File: src/rtl/adder_accumulator.sv
// Adder accumulator: sums COUNT results from a 4-bit adder stage
// ({C_out,sum}, 0..31) into an ACC_W-bit frame total, then offers the total
// downstream with a valid/ready handshake. Overflow is sticky per frame.
module adder_accumulator #(
    parameter int ACC_W = 8,
    parameter int COUNT = 4
) (
    input  logic             Clock,
    input  logic             Reset,
    input  logic             start,
    input  logic             in_valid,
    input  logic [3:0]       sum,
    input  logic             C_out,
    input  logic             out_ready,
    output logic [ACC_W-1:0] acc_out,
    output logic             out_valid,
    output logic             overflow,
    output logic             busy
);

    localparam int CNT_W = $clog2(COUNT + 1);
    localparam logic [CNT_W-1:0] LAST_IDX = CNT_W'(COUNT - 1);
    localparam logic [CNT_W-1:0] CNT_ONE  = CNT_W'(1);

    typedef enum logic [1:0] {
        IDLE,
        ACC,
        DONE
    } state_t;

    state_t           state;
    logic [CNT_W-1:0] count;
    logic [ACC_W-1:0] sample_ext;
    logic [ACC_W:0]   acc_next;

    // Zero-extend the 5-bit adder result and form the wide sum whose top bit is the wrap carry
    always_comb begin
        sample_ext      = '0;
        sample_ext[4:0] = {C_out, sum};
        acc_next        = {1'b0, acc_out} + {1'b0, sample_ext};
    end

    // Frame FSM with all outputs registered alongside the state
    always_ff @(posedge Clock) begin
        if (Reset) begin
            state     <= IDLE;
            acc_out   <= '0;
            overflow  <= 1'b0;
            out_valid <= 1'b0;
            busy      <= 1'b0;
            count     <= '0;
        end else begin
            case (state)
                IDLE: begin
                    if (start) begin
                        acc_out  <= '0;
                        overflow <= 1'b0;
                        count    <= '0;
                        busy     <= 1'b1;
                        state    <= ACC;
                    end
                end
                ACC: begin
                    if (in_valid) begin
                        acc_out <= acc_next[ACC_W-1:0];
                        if (acc_next[ACC_W]) begin
                            overflow <= 1'b1;
                        end
                        count <= count + CNT_ONE;
                        if (count == LAST_IDX) begin
                            out_valid <= 1'b1;
                            state     <= DONE;
                        end
                    end
                end
                DONE: begin
                    if (out_ready) begin
                        out_valid <= 1'b0;
                        if (start) begin
                            acc_out  <= '0;
                            overflow <= 1'b0;
                            count    <= '0;
                            state    <= ACC;
                        end else begin
                            busy  <= 1'b0;
                            state <= IDLE;
                        end
                    end
                end
                default: begin
                    state     <= IDLE;
                    out_valid <= 1'b0;
                    busy      <= 1'b0;
                    count     <= '0;
                end
            endcase
        end
    end

endmodule

File: config.mk
export PLATFORM = sky130hd
export DESIGN_NAME = adder_accumulator
export DESIGN_NICKNAME = d
export VERILOG_FILES = /design/src/rtl/adder_accumulator.sv
export SDC_FILE = /design/constraint.sdc
export NUM_CORES = 1
export LEC_CHECK = 0
export BUFFER_PORTS_ARGS = -buffer_cell sky130_fd_sc_hd__buf_2
export CORE_MARGIN = 3
export CORE_UTILIZATION = 58
export CTS_BUF_LIST = sky130_fd_sc_hd__clkbuf_4 sky130_fd_sc_hd__clkbuf_8
export CTS_CLUSTER_DIAMETER = 60
export DETAILED_ROUTE_END_ITERATION = 10
export PLACE_DENSITY_LB_ADDON = 0.3
export SYNTH_ARGS = -nofsm -noshare
export SYNTH_HDL_FRONTEND = slang
export SYNTH_SLANG_ARGS = --single-unit
File: constraint.sdc
create_clock -name Clock -period 2.9 [get_ports Clock]
set_input_delay 0.145 -clock Clock [delete_from_list [all_inputs] [get_ports Clock]]
set_output_delay 0.145 -clock Clock [all_outputs]
set_load 0.05 [all_outputs]
==> metrics.md, run 1 <==
| Metric | Value |
|---|---|
| Status | `finished clean` |
| Multi-input logic area | `544.3 sq um` |
| Multiplexer share of the synthesized area | `0` |
| Depth of the CTS H-tree | `1` |
| Worst hold path class | `input pin to flop` |
| CP Launch Type | `flop` |
| CTS tree | `done` |
| Drt drc | `0` |
| Netlist cell types | `34` |
| Post-synth top area cell | `dfxtp_1` |
| Final Cell Area | `1035 sq um` |
| Postcts setup bufs | `0` |
| Clk slew on worst S/H paths | `0.09 ns` |
| WHS Path Cells | `3` |
| Port Buffer Count | `20` |
| Relative slew slack | `0.8208` |
| Initial DRC count | `20` |
| Max_cap viols | `0` |
| Top cells by area, synth | `dfxtp_1 36%, ha_1 9.9%, nor2_1 8.1%` |
| Clock Tree Buf Depth | `2` |
| Post-synthesis simple-gate area fraction | `0.2465` |
| Drt pass-1 iters | `4` |
| Clock buffer count from CTS | `3` |
| CP max stage cell | `fa_1` |
| Worst skew pair latency | `0.29 ns` |
| Post-synthesis compound-gate area fraction | `0.2181` |
| HP Start | `out_ready` |
| Final hold vios | `0` |
| Sink Count | `16` |
| Core area | `1366 sq um` |
| Die height | `45.03 microns` |
| Crit path DAT | `1.92 ns` |
| Post-Place Cell Area | `998.5 sq um` |
| CP cell instances | `ha_1 -> fa_1 -> a211oi_1 -> o21bai_1 -> nand3_1 -> xor2_1 -> nor2_1` |
| # resized after CTS | `0` |
| Ys Warns | `0` |
| Reg2reg start | `acc_out[0]` |
| Ys flop type | `dfxtp_1` |
| Root buffer cell | `clkbuf_4` |
| I/O pin count | `21` |
| Main combinational cell family by area after synthesis | `simple AND/OR/NAND/NOR gates` |
| Setup WS pre-CTS | `1.195 ns` |
| FF/Latch Area | `320.3 sq um` |
| Worst-margin pin slew | `0.2689 ns` |
| Antenna Cells | `0` |
| PwrDens | `452.1 nW/um^2` |
| Register area share after synthesis | `0.3626` |
| Dpl hpwl | `1416 microns` |
| Vias | `778` |
| # rows | `13` |
| Leakage | `0.4711 nW` |
| FMAX | `579.6 MHz` |
| Final wirelength | `1856 microns` |
| Fin. max-slew vios | `0` |
| Layout cells sized above 1 | `0.2683` |
| Final setup fails | `0` |
| GRT overflow | `0` |
| CP max FO | `3` |
| Adder-cell share of the synthesized area | `0.1218` |
| Post-synth ARST share | `0` |
| Tcrit/Tclk final | `0.5950` |
| Total GRT Usage | `0.2149` |
| Initial antenna violation count | `0` |
| Post-Place Cells | `134` |
| Global-route wire length before repair | `3118 microns` |
| Final WS setup | `1.175 ns` |
| Worst reg-to-reg path cell count | `7` |
| Final min period | `1.725 ns` |
| Setup CP Type | `flop to flop` |
| Vias in the first global route | `761` |
| Syn Std Cell Area | `883.3 sq um` |
| Synth Instances | `100` |
| Initial Utilization | `0.6465` |
| Hold Path End | `out_valid` |
| Fill cells | `115` |
| Mean Syn Cell Area | `8.833 sq um` |
| WL/cell | `13.45 microns` |
| Layout Area Growth over Synthesis | `17.14%` |
| Final std cells w/o fill | `138` |
| Synth Area in XOR/XNOR | `0.02975` |
| Post-synth EDFFs | `0` |
| Worst vdd ir | `377.3 uV` |
| Chip width | `45.03 microns` |
| Flops & latches, synth | `16` |
| Gp weighted congestion | `0.7269` |
| RSZ-0062 raised after global routing | `no` |
| Final antenna-violating net count | `0` |
| Crit path required time | `3.10 ns` |
| Nets | `142` |
| Critical path endpoint category | `flop` |
| Top cell type's share of synthesized area | `0.3626` |
| Die area | `2027 sq um` |
| Final setup TNS | `0 ns` |
| Worst R2R Setup Slack | `1.17 ns` |
| Post-CTS Hold Buffers | `0` |
| Via/cell ratio | `5.638` |
| Slowest stage delay, CP | `0.43 ns` |
| Largest net degree at the start of global routing | `15` |
| Worst R2R End | `acc_out[6]` |
| Final Skew | `0.003144 ns` |
| Syn_nets | `118` |
==> Yosys cell counts (3+ instances only) <==
cell type,instances
a21oi_1,9
a22oi_1,4
dfxtp_1,16
ha_1,7
inv_1,4
nand2_1,3
nand3_1,3
nor2_1,19
o21ai_0,3
==> cell usage in the layout, fill, tap and decap left out, drive strengths merged, types with 2 or more instances in the layout <==
cell type,n
nand3,3
a31oi,2
dfxtp,16
buf,20
or3,2
nor2,21
nand2b,2
a21o,2
or2,2
nand2,3
xor2,2
clkbuf,4
a22oi,4
ha,7
a21oi,9
a211oi,2
inv,4
o21ai,5
==> report_power, final <==
part           switching (mW)  internal [mW]
combinational          0.0561         0.0321
clock                  0.0713         0.0766
sequential            0.00579          0.226
total                   0.133          0.335
==> routing by layer <==
metal  global-route usage  wire length (microns)  share of wire
met1               0.2426                    831           0.45
met2               0.3559                    912           0.49
met3              0.06375                     82          0.044
met4               0.1228                     30          0.016
met5                    0                      0              0
==> worst max-delay path: cells and delay by family (launching register included) <==
family          cells  cell delay, ns
fa+ha+maj           2            0.64
compound gates      2            0.34
flops               1            0.33
simple gates        2            0.15
xor+xnor            1            0.15
==> cell type report <==
class,instances,share of cell area
Sequential cell,16,0.3096
Clock buffer,4,0.03507
Multi-Input combinational cell,79,0.5260
Timing Repair Buffer,20,0.09674
Inverter,4,0.01451
Tap cell,15,0.01814
==> per-stage QoR <==
step	utilization	power, mW	hold slack (ns)
after floorplan	-	0.2993	0.2141
after global placement	0.7308	0.3209	0.4441
after detailed placement	0.7308	0.3243	0.4504
after CTS	0.7573	0.4699	0.1820
after global routing	0.7573	0.4945	0.1854
final	0.7573	0.4678	0.1831
==> state kept, by name (all words and copies together), names as in the netlist <==
name	flops
busy	1
overflow	1
acc_out	8
count	3
state	2
out_valid	1
==> worst max path at each step <==
stage          startpoint          to  depth (start not counted)  slack, ns
6_report       acc_out[0]  acc_out[6]                          7       1.17
5_1_grt        acc_out[0]  acc_out[6]                          7       1.04
4_1_cts        acc_out[0]  acc_out[6]                          7       1.16
3_5_place_dp   acc_out[0]  acc_out[6]                          7       1.20
3_3_place_gp   acc_out[0]  acc_out[6]                          7       1.24
2_1_floorplan  acc_out[0]  acc_out[6]                          7       1.03
==> logic make-up (layout without fill, tap and decap cells) <==
group           count (synthesis)  count (layout)
compound gates                 30              30
xor+xnor                        3               3
fa+ha+maj                       8               8
buf+inv                         5              28
flops                          16              16
simple gates                   38              38
(Power assumes the default switching activity.)
==> run 2: changes to the inputs <==
--- a/config.mk
+++ b/config.mk
@@ -5,9 +5,10 @@
 export SDC_FILE = /design/constraint.sdc
 export NUM_CORES = 1
 export LEC_CHECK = 0
+export ABC_AREA = 1
 export BUFFER_PORTS_ARGS = -buffer_cell sky130_fd_sc_hd__buf_2
 export CORE_MARGIN = 3
-export CORE_UTILIZATION = 58
+export CORE_UTILIZATION = 55
 export CTS_BUF_LIST = sky130_fd_sc_hd__clkbuf_4 sky130_fd_sc_hd__clkbuf_8
 export CTS_CLUSTER_DIAMETER = 60
 export DETAILED_ROUTE_END_ITERATION = 10
==> constraint.sdc (replaced) <==
create_clock -name Clock -period 1.7 [get_ports Clock]
set_input_delay 0.085 -clock Clock [delete_from_list [all_inputs] [get_ports Clock]]
set_output_delay 0.085 -clock Clock [all_outputs]
set_load 0.05 [all_outputs]
==> run 2 against run 1 <==
Routed wire length increased by 7.5%; fmax up 9.6%; synthesized area grew 10%; setup slack worse by 1.0 ns; cell count is 36% higher; global-route usage is 1.6 points lower; highest routed layer unchanged; clock skew rose by 0.00092 ns; design area grew 11%; largest power group unchanged; synthesized cell count is 40% higher; hold slack got worse by 0.092 ns.
==> metrics.md, run 2 <==
| Metric | Value |
|---|---|
| Slowest stage delay, CP | `0.34 ns` |
| Top cells by area, synth | `dfxtp_1 33%, nand2_1 15%, inv_1 9.6%` |
| # rows | `14` |
| Sink Count | `16` |
| Worst skew pair latency | `0.29 ns` |
| Drt pass-1 iters | `4` |
| Final wirelength | `1996 microns` |
| Nets | `182` |
| Combinational Power Share | `0.259` |
| Root buffer cell | `clkbuf_4` |
| Initial antenna violation count | `0` |
| Vias in the first global route | `835` |
| Most numerous cell in the Yosys netlist | `nand2_1` |
| Gp weighted congestion | `0.8852` |
| Commonest cells after routing, fill and taps aside | `40 x nand2_1, 25 x inv_1, 20 x buf_2, 14 x dfxtp_1, 13 x a21oi_1` |
| Die area | `2316 sq um` |
| Clock buffer count from CTS | `3` |
| RSZ-0062 raised after global routing | `no` |
| FF/Latch Area | `322.8 sq um` |
| Syn Std Cell Area | `975.9 sq um` |
| Fill cells | `125` |
| Antenna Cells | `0` |
| Vias | `942` |
| WL/cell | `10.67 microns` |
| Syn_nets | `158` |
| Core area | `1594 sq um` |
| Synth Area in XOR/XNOR | `0` |
| Port Buffer Count | `20` |
| Tcrit/Tclk final | `0.9260` |
| Max_cap viols | `0` |
| Synth cell count leaders | `40 x nand2_1, 25 x inv_1, 16 x dfxtp_1, 13 x a21oi_1, 12 x nand3_1` |
| Clk slew on worst S/H paths | `0.09 ns` |
| Layout cells sized above 1 | `0.2270` |
| Final hold slack | `0.09108 ns` |
| CTS tree | `done` |
| Post-synth EDFFs | `0` |
| Global-route wire length before repair | `3187 microns` |
| Top cell type's share of synthesized area | `0.3282` |
| Initial Utilization | `0.6122` |
| Post-synthesis compound-gate area fraction | `0.1000` |
| Drt drc | `0` |
| Register area share after synthesis | `0.3282` |
| Final min period | `1.574 ns` |
| Final setup fails | `0` |
| Crit path required time | `1.89 ns` |
| Clk pwr share | `0.281` |
| Largest net degree at the start of global routing | `11` |
| Total GRT Usage | `0.1992` |
| Worst hold path class | `input pin to flop` |
| Most common cell on crit path | `nand2_1` |
| Flops & latches, synth | `16` |
| Switching Fraction | `0.3360` |
| CP Launch Type | `flop` |
| Depth of the CTS H-tree | `1` |
| Final antenna-violating net count | `0` |
| Main combinational cell family by area after synthesis | `simple AND/OR/NAND/NOR gates` |
| Netlist cell types | `18` |
| Adder-cell share of the synthesized area | `0.1103` |
| Final Skew | `0.004067 ns` |
| Final hold vios | `0` |
| Synth Instances | `140` |
| Fin. max-slew vios | `0` |
| Post-synth ARST share | `0` |
| Final setup TNS | `0 ns` |
| Dpl hpwl | `1609 microns` |
| CP max stage cell | `dfxtp_2` |
| Flop pwr share | `0.460` |
| Die height | `48.13 microns` |
| CP cell instances | `ha_2 -> fa_2 -> nand2_1 -> nand3_1 -> nand2_1 -> o21ai_1 -> nand2_1 -> nand2_1 -> nand2_1 -> nor2_1` |
| Most common cell after layout, fill and taps aside | `nand2_1` |
| Final WS setup | `0.1258 ns` |
| Multiplexer share of the synthesized area | `0` |
| Worst vdd ir | `605.6 uV` |
| CP max FO | `3` |
| Via/cell ratio | `5.037` |
| Post-synthesis simple-gate area fraction | `0.3577` |
| Tot Pwr | `0.9002 mW` |
| Ys Warns | `0` |
| GRT overflow | `0` |
| Multi-input logic area | `559.3 sq um` |
| Post-synth top area cell | `dfxtp_1` |
| Clock Tree Buf Depth | `2` |
| Setup CP Type | `flop to flop` |
| Status | `finished clean` |
| Largest registers | `acc_out: 8 flops, count: 3 flops, state: 2 flops` |
| FMAX | `635.2 MHz` |
| Mean Syn Cell Area | `6.971 sq um` |
| Relative slew slack | `0.8219` |
| Leakage | `0.5774 nW` |
| I/O pin count | `21` |
| Layout Area Growth over Synthesis | `17.44%` |
| Fin util | `0.7190` |
| Ys flop type | `dfxtp_1` |
| Number of flip-flops in the largest register | `8` |
| Biggest register | `acc_out` |
| Chip width | `48.13 microns` |
| Internal power | `0.5978 mW` |
| Crit path DAT | `1.76 ns` |
| Initial DRC count | `19` |
| PwrDens | `785.5 nW/um^2` |
| Psw | `0.3024 mW` |
| Setup WS pre-CTS | `0.01425 ns` |
| Critical path endpoint category | `flop` |
| Worst-margin pin slew | `0.2644 ns` |
| Postcts setup bufs | `0` |
[run 2: cell count changes in the layout (fill, tap and decap cells not counted), sizes merged, moves of 2 or more]
cell and delta:
nand2 +37, inv +22, nand3 +13, nor2 -10, a21oi +4, a22oi -4
a211oi -2, a21o -2, a31oi -2, nand2b -2, or3 -2, xor2 -2
[run 2: power by group through the flow]
stage / combinational, mW / clock (mW) / sequential, mW
finish: 0.234 / 0.253 / 0.414
global route: 0.263 / 0.280 / 0.417
CTS: 0.234 / 0.264 / 0.414
detailed placement: 0.233 / 0 / 0.422
global placement: 0.227 / 0 / 0.421
floorplan: 0.133 / 0 / 0.466
[run 2: stage by stage]
stage | cell area, sq um | std cells
after floorplan | 978.4 | 140
after global placement | 1105 | 183
after detailed placement | 1105 | 183
after CTS | 1141 | 187
after global routing | 1146 | 187
final | 1146 | 187
[run 2: layer usage]
layer / GRT usage / vias to the layer above / share of wire
li1: - / 490 / -
met1: 0.2095 / 423 / 0.43
met2: 0.3509 / 23 / 0.51
met3: 0.05535 / 6 / 0.041
met4: 0.1183 / 0 / 0.016
met5: 0 / - / 0
[run 2: worst max-delay path, delay by kind of cell, from the launching register on]
kind | cells | cell delay, ns
adders and majority gates | 2 | 0.53
AOI/OAI and AO/OA | 1 | 0.11
DFF | 1 | 0.34
and+or+nand+nor | 7 | 0.51
[run 2: cell type report]
cell class                      count  area share
Multi-Input combinational cell     97      0.4880
Sequential cell                    16      0.2817
Timing Repair Buffer               20     0.08734
Inverter                           26     0.08515
Clock buffer                        4     0.03166
Tap cell                           24     0.02620
[run 2: timing repair]
action                     in CTS  in global routing
gates resized for setup         1                  2
hold buffers                    0                  0
hold endpoints to repair        0                  0
setup endpoints to repair       1                  1
pin swaps                       0                  1
[run 2: path summary, 6_finish.rpt]
check                           startpoint          to  slack, ns  depth (start not counted)
worst max-delay path            acc_out[0]  acc_out[6]       0.13                         10
worst min-delay path                 Reset  acc_out[1]       0.09                          2
worst max register to register  acc_out[0]  acc_out[6]       0.13                         10
worst min register to register    overflow    overflow       0.45                          2
[run 2: cell families (layout without fill, tap and decap cells)]
group                      count (synthesis)  after routing
buffers and inverters                     27             50
AOI/OAI and AO/OA                         19             19
DFF                                       16             16
and+or+nand+nor                           70             70
adders and majority gates                  8              8
